File: src/rtl/multiplier_frac_pkg.sv
// Shared FPU definitions: mantissa unit state encoding, default significand
// width and the iteration-counter width helper.
package multiplier_frac_pkg;

   localparam int FRAC_W_DEFAULT = 24;

   typedef enum logic [1:0] {
      IDLE    = 2'd0,
      EXECUTE = 2'd1,
      NORM    = 2'd2,
      DONE    = 2'd3
   } frac_state_e;

   function automatic int cnt_width(input int w);
      return (w <= 1) ? 1 : $clog2(w);
   endfunction

endpackage

File: src/rtl/multiplier_frac_down_counter.sv
// Iteration down counter: synchronous load and enable, sync active-low reset.
// Only the zero detect is exported; the datapath never needs the raw count.
module down_counter_5bit #(
   parameter int WIDTH = 5
) (
   input  logic             clk_i,
   input  logic             rst_ni,
   input  logic             load,
   input  logic             en,
   input  logic [WIDTH-1:0] load_val,
   output logic             is_zero
);

   logic [WIDTH-1:0] count;

   always_ff @(posedge clk_i) begin
      if (!rst_ni) begin
         count <= '0;
      end else if (load) begin
         count <= load_val;
      end else if (en) begin
         count <= count - 1'b1;
      end
   end

   assign is_zero = (count == '0);

endmodule

File: src/rtl/multiplier_frac.sv
// Shift-and-add significand multiplier with normalization and G/R/S output.
// Start-to-Done is FRAC_W+2 cycles; start is ignored while busy (no queuing).
module multiplier_frac
   import multiplier_frac_pkg::*;
#(
   parameter int FRAC_W = FRAC_W_DEFAULT
) (
   input  logic              clk_i,
   input  logic              rst_ni,
   input  logic              start,
   input  logic [FRAC_W-1:0] frac_A,
   input  logic [FRAC_W-1:0] frac_B,
   output logic [FRAC_W-1:0] frac_out,
   output logic              norm_shift,
   output logic              guard,
   output logic              round,
   output logic              sticky,
   output logic              zero,
   output logic              busy,
   output logic              Done
);

   localparam int CNT_W = cnt_width(FRAC_W);

   frac_state_e state_q, state_d;

   logic [FRAC_W-1:0]   m_q;
   logic [FRAC_W-1:0]   q_q;
   logic [FRAC_W:0]     p_q;
   logic [FRAC_W:0]     sum;
   logic [2*FRAC_W-1:0] prod;
   logic                accept;
   logic                cnt_zero;

   assign accept = (state_q == IDLE) && start;

   down_counter_5bit #(
      .WIDTH(CNT_W)
   ) u_cnt (
      .clk_i   (clk_i),
      .rst_ni  (rst_ni),
      .load    (accept),
      .en      (state_q == EXECUTE),
      .load_val(CNT_W'(FRAC_W - 1)),
      .is_zero (cnt_zero)
   );

   always_ff @(posedge clk_i) begin
      if (!rst_ni) begin
         state_q <= IDLE;
      end else begin
         state_q <= state_d;
      end
   end

   always_comb begin
      state_d = state_q;
      case (state_q)
         IDLE:    if (start) state_d = EXECUTE;
         EXECUTE: if (cnt_zero) state_d = NORM;
         NORM:    state_d = DONE;
         DONE:    state_d = IDLE;
         default: state_d = IDLE;
      endcase
   end

   // The accumulator stays below 2^FRAC_W after every shift, so the extra bit
   // only ever absorbs the carry of the current add.
   assign sum  = p_q + (q_q[0] ? {1'b0, m_q} : {(FRAC_W+1){1'b0}});
   assign prod = {p_q[FRAC_W-1:0], q_q};

   always_ff @(posedge clk_i) begin
      if (!rst_ni) begin
         m_q        <= '0;
         q_q        <= '0;
         p_q        <= '0;
         frac_out   <= '0;
         norm_shift <= 1'b0;
         guard      <= 1'b0;
         round      <= 1'b0;
         sticky     <= 1'b0;
         zero       <= 1'b0;
      end else begin
         case (state_q)
            IDLE: begin
               if (start) begin
                  m_q <= frac_A;
                  q_q <= frac_B;
                  p_q <= '0;
               end
            end
            EXECUTE: begin
               p_q <= {1'b0, sum[FRAC_W:1]};
               q_q <= {sum[0], q_q[FRAC_W-1:1]};
            end
            NORM: begin
               // Product in [2,4): take the top FRAC_W bits and bump the exponent.
               if (prod[2*FRAC_W-1]) begin
                  frac_out   <= prod[2*FRAC_W-1:FRAC_W];
                  guard      <= prod[FRAC_W-1];
                  round      <= prod[FRAC_W-2];
                  sticky     <= |prod[FRAC_W-3:0];
                  norm_shift <= 1'b1;
               end else begin
                  frac_out   <= prod[2*FRAC_W-2:FRAC_W-1];
                  guard      <= prod[FRAC_W-2];
                  round      <= prod[FRAC_W-3];
                  sticky     <= |prod[FRAC_W-4:0];
                  norm_shift <= 1'b0;
               end
               zero <= (prod == '0);
            end
            default: ;
         endcase
      end
   end

   assign busy = (state_q != IDLE);
   assign Done = (state_q == DONE);

endmodule

File: config.mk
export PLATFORM = sky130hd
export DESIGN_NAME = multiplier_frac
export DESIGN_NICKNAME = d
export VERILOG_FILES = /design/src/rtl/multiplier_frac_pkg.sv /design/src/rtl/multiplier_frac_down_counter.sv /design/src/rtl/multiplier_frac.sv
export SDC_FILE = /design/constraint.sdc
export NUM_CORES = 1
export LEC_CHECK = 0
export BUFFER_PORTS_ARGS = -buffer_cell sky130_fd_sc_hd__buf_2
export CAP_MARGIN = 15
export CORE_MARGIN = 3
export CORE_UTILIZATION = 40
export CTS_CLUSTER_DIAMETER = 150
export DETAILED_ROUTE_END_ITERATION = 12
export HOLD_SLACK_MARGIN = 0.05
export PLACE_DENSITY_LB_ADDON = 0.12
export SLEW_MARGIN = 10
export SYNTH_ARGS = -nofsm -noshare
export SYNTH_HDL_FRONTEND = slang
export SYNTH_SLANG_ARGS = --single-unit
File: constraint.sdc
create_clock -name clk_i -period 4.45 [get_ports clk_i]
set_input_delay 1.335 -clock clk_i [delete_from_list [all_inputs] [get_ports clk_i]]
set_output_delay 1.335 -clock clk_i [all_outputs]
set_load 0.02 [all_outputs]
==> results.md <==
* Switching Power at 1260 µW
* Power Density at 496 mW/mm²
* Clk pwr share at 22.8%
* Worst hold stages at 2
* CP startpoint: q_q[0]
* Die Y at 128 µm
* Die area at 0.0164 mm²
* Ports at 82
* Post-route cell area at 0.00675 mm²
* Hold Vio Cnt, Final at 0
* Syn_area_per_cell at 8.73 µm²
* Slew Limit Fails at 0
* Synthesized cell area at 0.00595 mm²
* Via count at 4,943
* Die W at 128 µm
* Num CTS Buffers at 9
* Worst-skew pair later-pin latency at 350 ps
* Leakage at 0.00322 µW
* Worst Path Required at 4690 ps
* Crit path capture type: flop
* Worst Tran Pin Value at 628 ps
* Setup CP Type: reg2reg
* DRC at 0
* First drt pass iteration count at 5
* Post-CTS sizing at 0
* Routability cong. at 0.869
* Final min period at 3050 ps
* Layout Nets at 819
* Reg2Reg Setup Slack at 1400 ps
* Sw frac at 37.6%
* Antenna-violating nets left at 0
* Longest Clk Path Bufs at 2
* Seq pwr share at 41.6%
* Number of setup buffers added after CTS at 0
* Final period util at 68.6%
* H-tree depth at 3
* HP Start: m_q[9]
* Worst R2R Start: q_q[0]
* Crit Path Max Fanout at 26
* Outcome: complete, no violations
* Seq/Total Area, Yosys at 36.3%
* Mapped Nets at 764
* Max VDD drop at 0.313 mV
* Comb pwr share at 35.6%
* Worst Hold Class: reg2reg
* Critical path arrival at 3300 ps
* Yosys reg bits at 108
* Clock Pin Slew Worst Setup and Hold Paths at 70 ps
* Via density at 5.36
* Buffers on Ports at 81
* Core Box Area at 0.0142 mm²
* Dominant synthesized flop cell: dfxtp_1
* Hold buffers post-CTS at 0
* Clk sinks at 108
* Synth warn at 0
* Worst Hold Path EP: m_q[9]
* Reg2reg path depth at 9
* Vias in the first global route at 4,535
* Final WL at 14.0 mm
* Layout cells sized above 1 at 15.6%
* Per-cell routed wire length at 15.2 µm
* Initial antenna violation count at 0
* CTS tree: yes
* Overall power after layout at 3350 µW
* FMAX at 328 MHz
* Internal power at 2090 µW
* Antenna cells at 0
* Largest net degree at the start of global routing at 65
* Iteration-0 DRC Markers at 333
* Cell Area, Placed at 0.00647 mm²
* Final setup fails at 0
* DP Wirelength at 10.5 mm
* Clock Skew at 9.40 ps
* Post-layout util at 47.5%
* Starting Density at 41.9%
* First-pass GRT wire length at 23.0 mm
* FF-to-FF End: p_q[22]
* Total of max-cap violations at 0
* Most common cell after layout, fill and taps aside: nand2_1
* Root Driver: clkbuf_16
* Filler Cell Count at 1,390
* Sum Neg Setup Slack at 0 ps
* Grt total ovfl at 0
* Area grow syn2layout at 13.5%
* Mapped Cells at 682
* Post-synth EDFFs at 0
* Rel. slew slack at 58.1%
* Post-synth ARST share at 0%
* RSZ-0062 raised after global routing: false
* GRT Overall Usage at 17.4%
* Startpoint class of the critical path: flop
* Post-synthesis cell type count at 51
* Rows at 43
* Most frequent cells in the layout: 131 x nand2_1, 108 x dfxtp_1, 81 x buf_2
## registers in the layout, indices dropped and copies added (netlist names), 2 cells and up
name,flops
frac_out,24
m_q,24
p_q,24
q_q,24
state_q,2
u_cnt.count,5
## cell families after synthesis
logic type	share of synthesized area (%)
multiplexers	8.43
AO/OA/AOI/OAI	23.7
flip-flops	36.3
AND/OR/NAND/NOR	17.8
adder cells (fa/ha/maj)	6.64
XOR/XNOR	3.38
buffers and inverters	3.70
## routing by layer
layer  track usage [%]  routed length, µm  vias up
met3              2.83                773       14
met5                 0                  0        -
li1                  -                  -     2534
met2              23.9               5600      133
met1              27.2               7440     2262
met4              5.74                202        0
## stage by stage
step                hold slack (ps)  worst slack [ps]  cells
floorplan                       439              1810    682
global placement                452              1160    906
detailed placement              456              1060    906
CTS                             465              1380    922
global route                    478              1000    922
finish                          460              1400    922
## layout make-up
class / count / area, µm² / share of cell area, %
Clock buffer: 12 / 246 / 3.65
Clock inverter: 4 / 33.8 / 0.500
Inverter: 13 / 48.8 / 0.723
Multi-Input combinational cell: 517 / 3580 / 53.0
Sequential cell: 108 / 2160 / 32.0
Tap cell: 180 / 225 / 3.34
Timing Repair Buffer: 88 / 458 / 6.78
## power groups by stage
| stage | Clock, µW | Sequential, µW | Combinational (µW) |
|---|---|---|---|
| after detailed placement | 0 | 1420 | 1200 |
| after global placement | 0 | 1410 | 1180 |
| after floorplan | 0 | 1460 | 822 |
| after global routing | 824 | 1430 | 1330 |
| after CTS | 788 | 1400 | 1210 |
| final | 763 | 1390 | 1190 |
## worst max path at each step
stage / endpoint / slack [ps] / depth (start not counted)
floorplan: p_q[9] / 1810 / 8
global placement: p_q[22] / 1160 / 8
detailed placement: p_q[22] / 1060 / 8
CTS: p_q[22] / 1380 / 9
global route: p_q[23] / 1000 / 11
finish: p_q[22] / 1400 / 9
## cell usage after synthesis, types with 2 or more instances
| cell type | n | area share [%] |
|---|---|---|
| nand3_1 | 5 | 0.42 |
| o211ai_1 | 2 | 0.25 |
| nor4_1 | 12 | 1.3 |
| nand2b_1 | 9 | 0.95 |
| dfxtp_1 | 108 | 36 |
| o21ai_1 | 2 | 0.17 |
| o21a_1 | 3 | 0.38 |
| mux2i_1 | 49 | 8.2 |
| o21ai_0 | 30 | 2.5 |
| xnor2_1 | 13 | 1.9 |
| a31oi_1 | 4 | 0.42 |
| nand4_1 | 6 | 0.63 |
| a21oi_1 | 26 | 2.2 |
| a211oi_1 | 4 | 0.50 |
| a21o_1 | 12 | 1.5 |
| a21boi_0 | 30 | 3.8 |
| ha_1 | 30 | 6.3 |
| a22oi_1 | 5 | 0.63 |
| buf_1 | 5 | 0.32 |
| o211a_1 | 50 | 8.4 |
| and3_1 | 4 | 0.42 |
| buf_2 | 5 | 0.42 |
| xor2_1 | 10 | 1.5 |
| o21bai_1 | 3 | 0.38 |
| or2_2 | 3 | 0.32 |
| nor3_1 | 5 | 0.42 |
| clkbuf_1 | 34 | 2.1 |
| inv_1 | 13 | 0.82 |
| nand2_1 | 131 | 8.3 |
| and2_1 | 30 | 3.2 |
| nor2b_1 | 8 | 0.84 |
| nor2_1 | 12 | 0.76 |
## worst max-delay path, stage by stage (launching register included)
cell and delay (ps):
dfxtp_1 690, and2_1 210, ha_1 280, a21o_1 220
a21oi_2 180, a311oi_1 160, o41ai_2 540, nor2_1 100
o31ai_2 200, mux2_2 360
(Power assumes the default switching activity.)
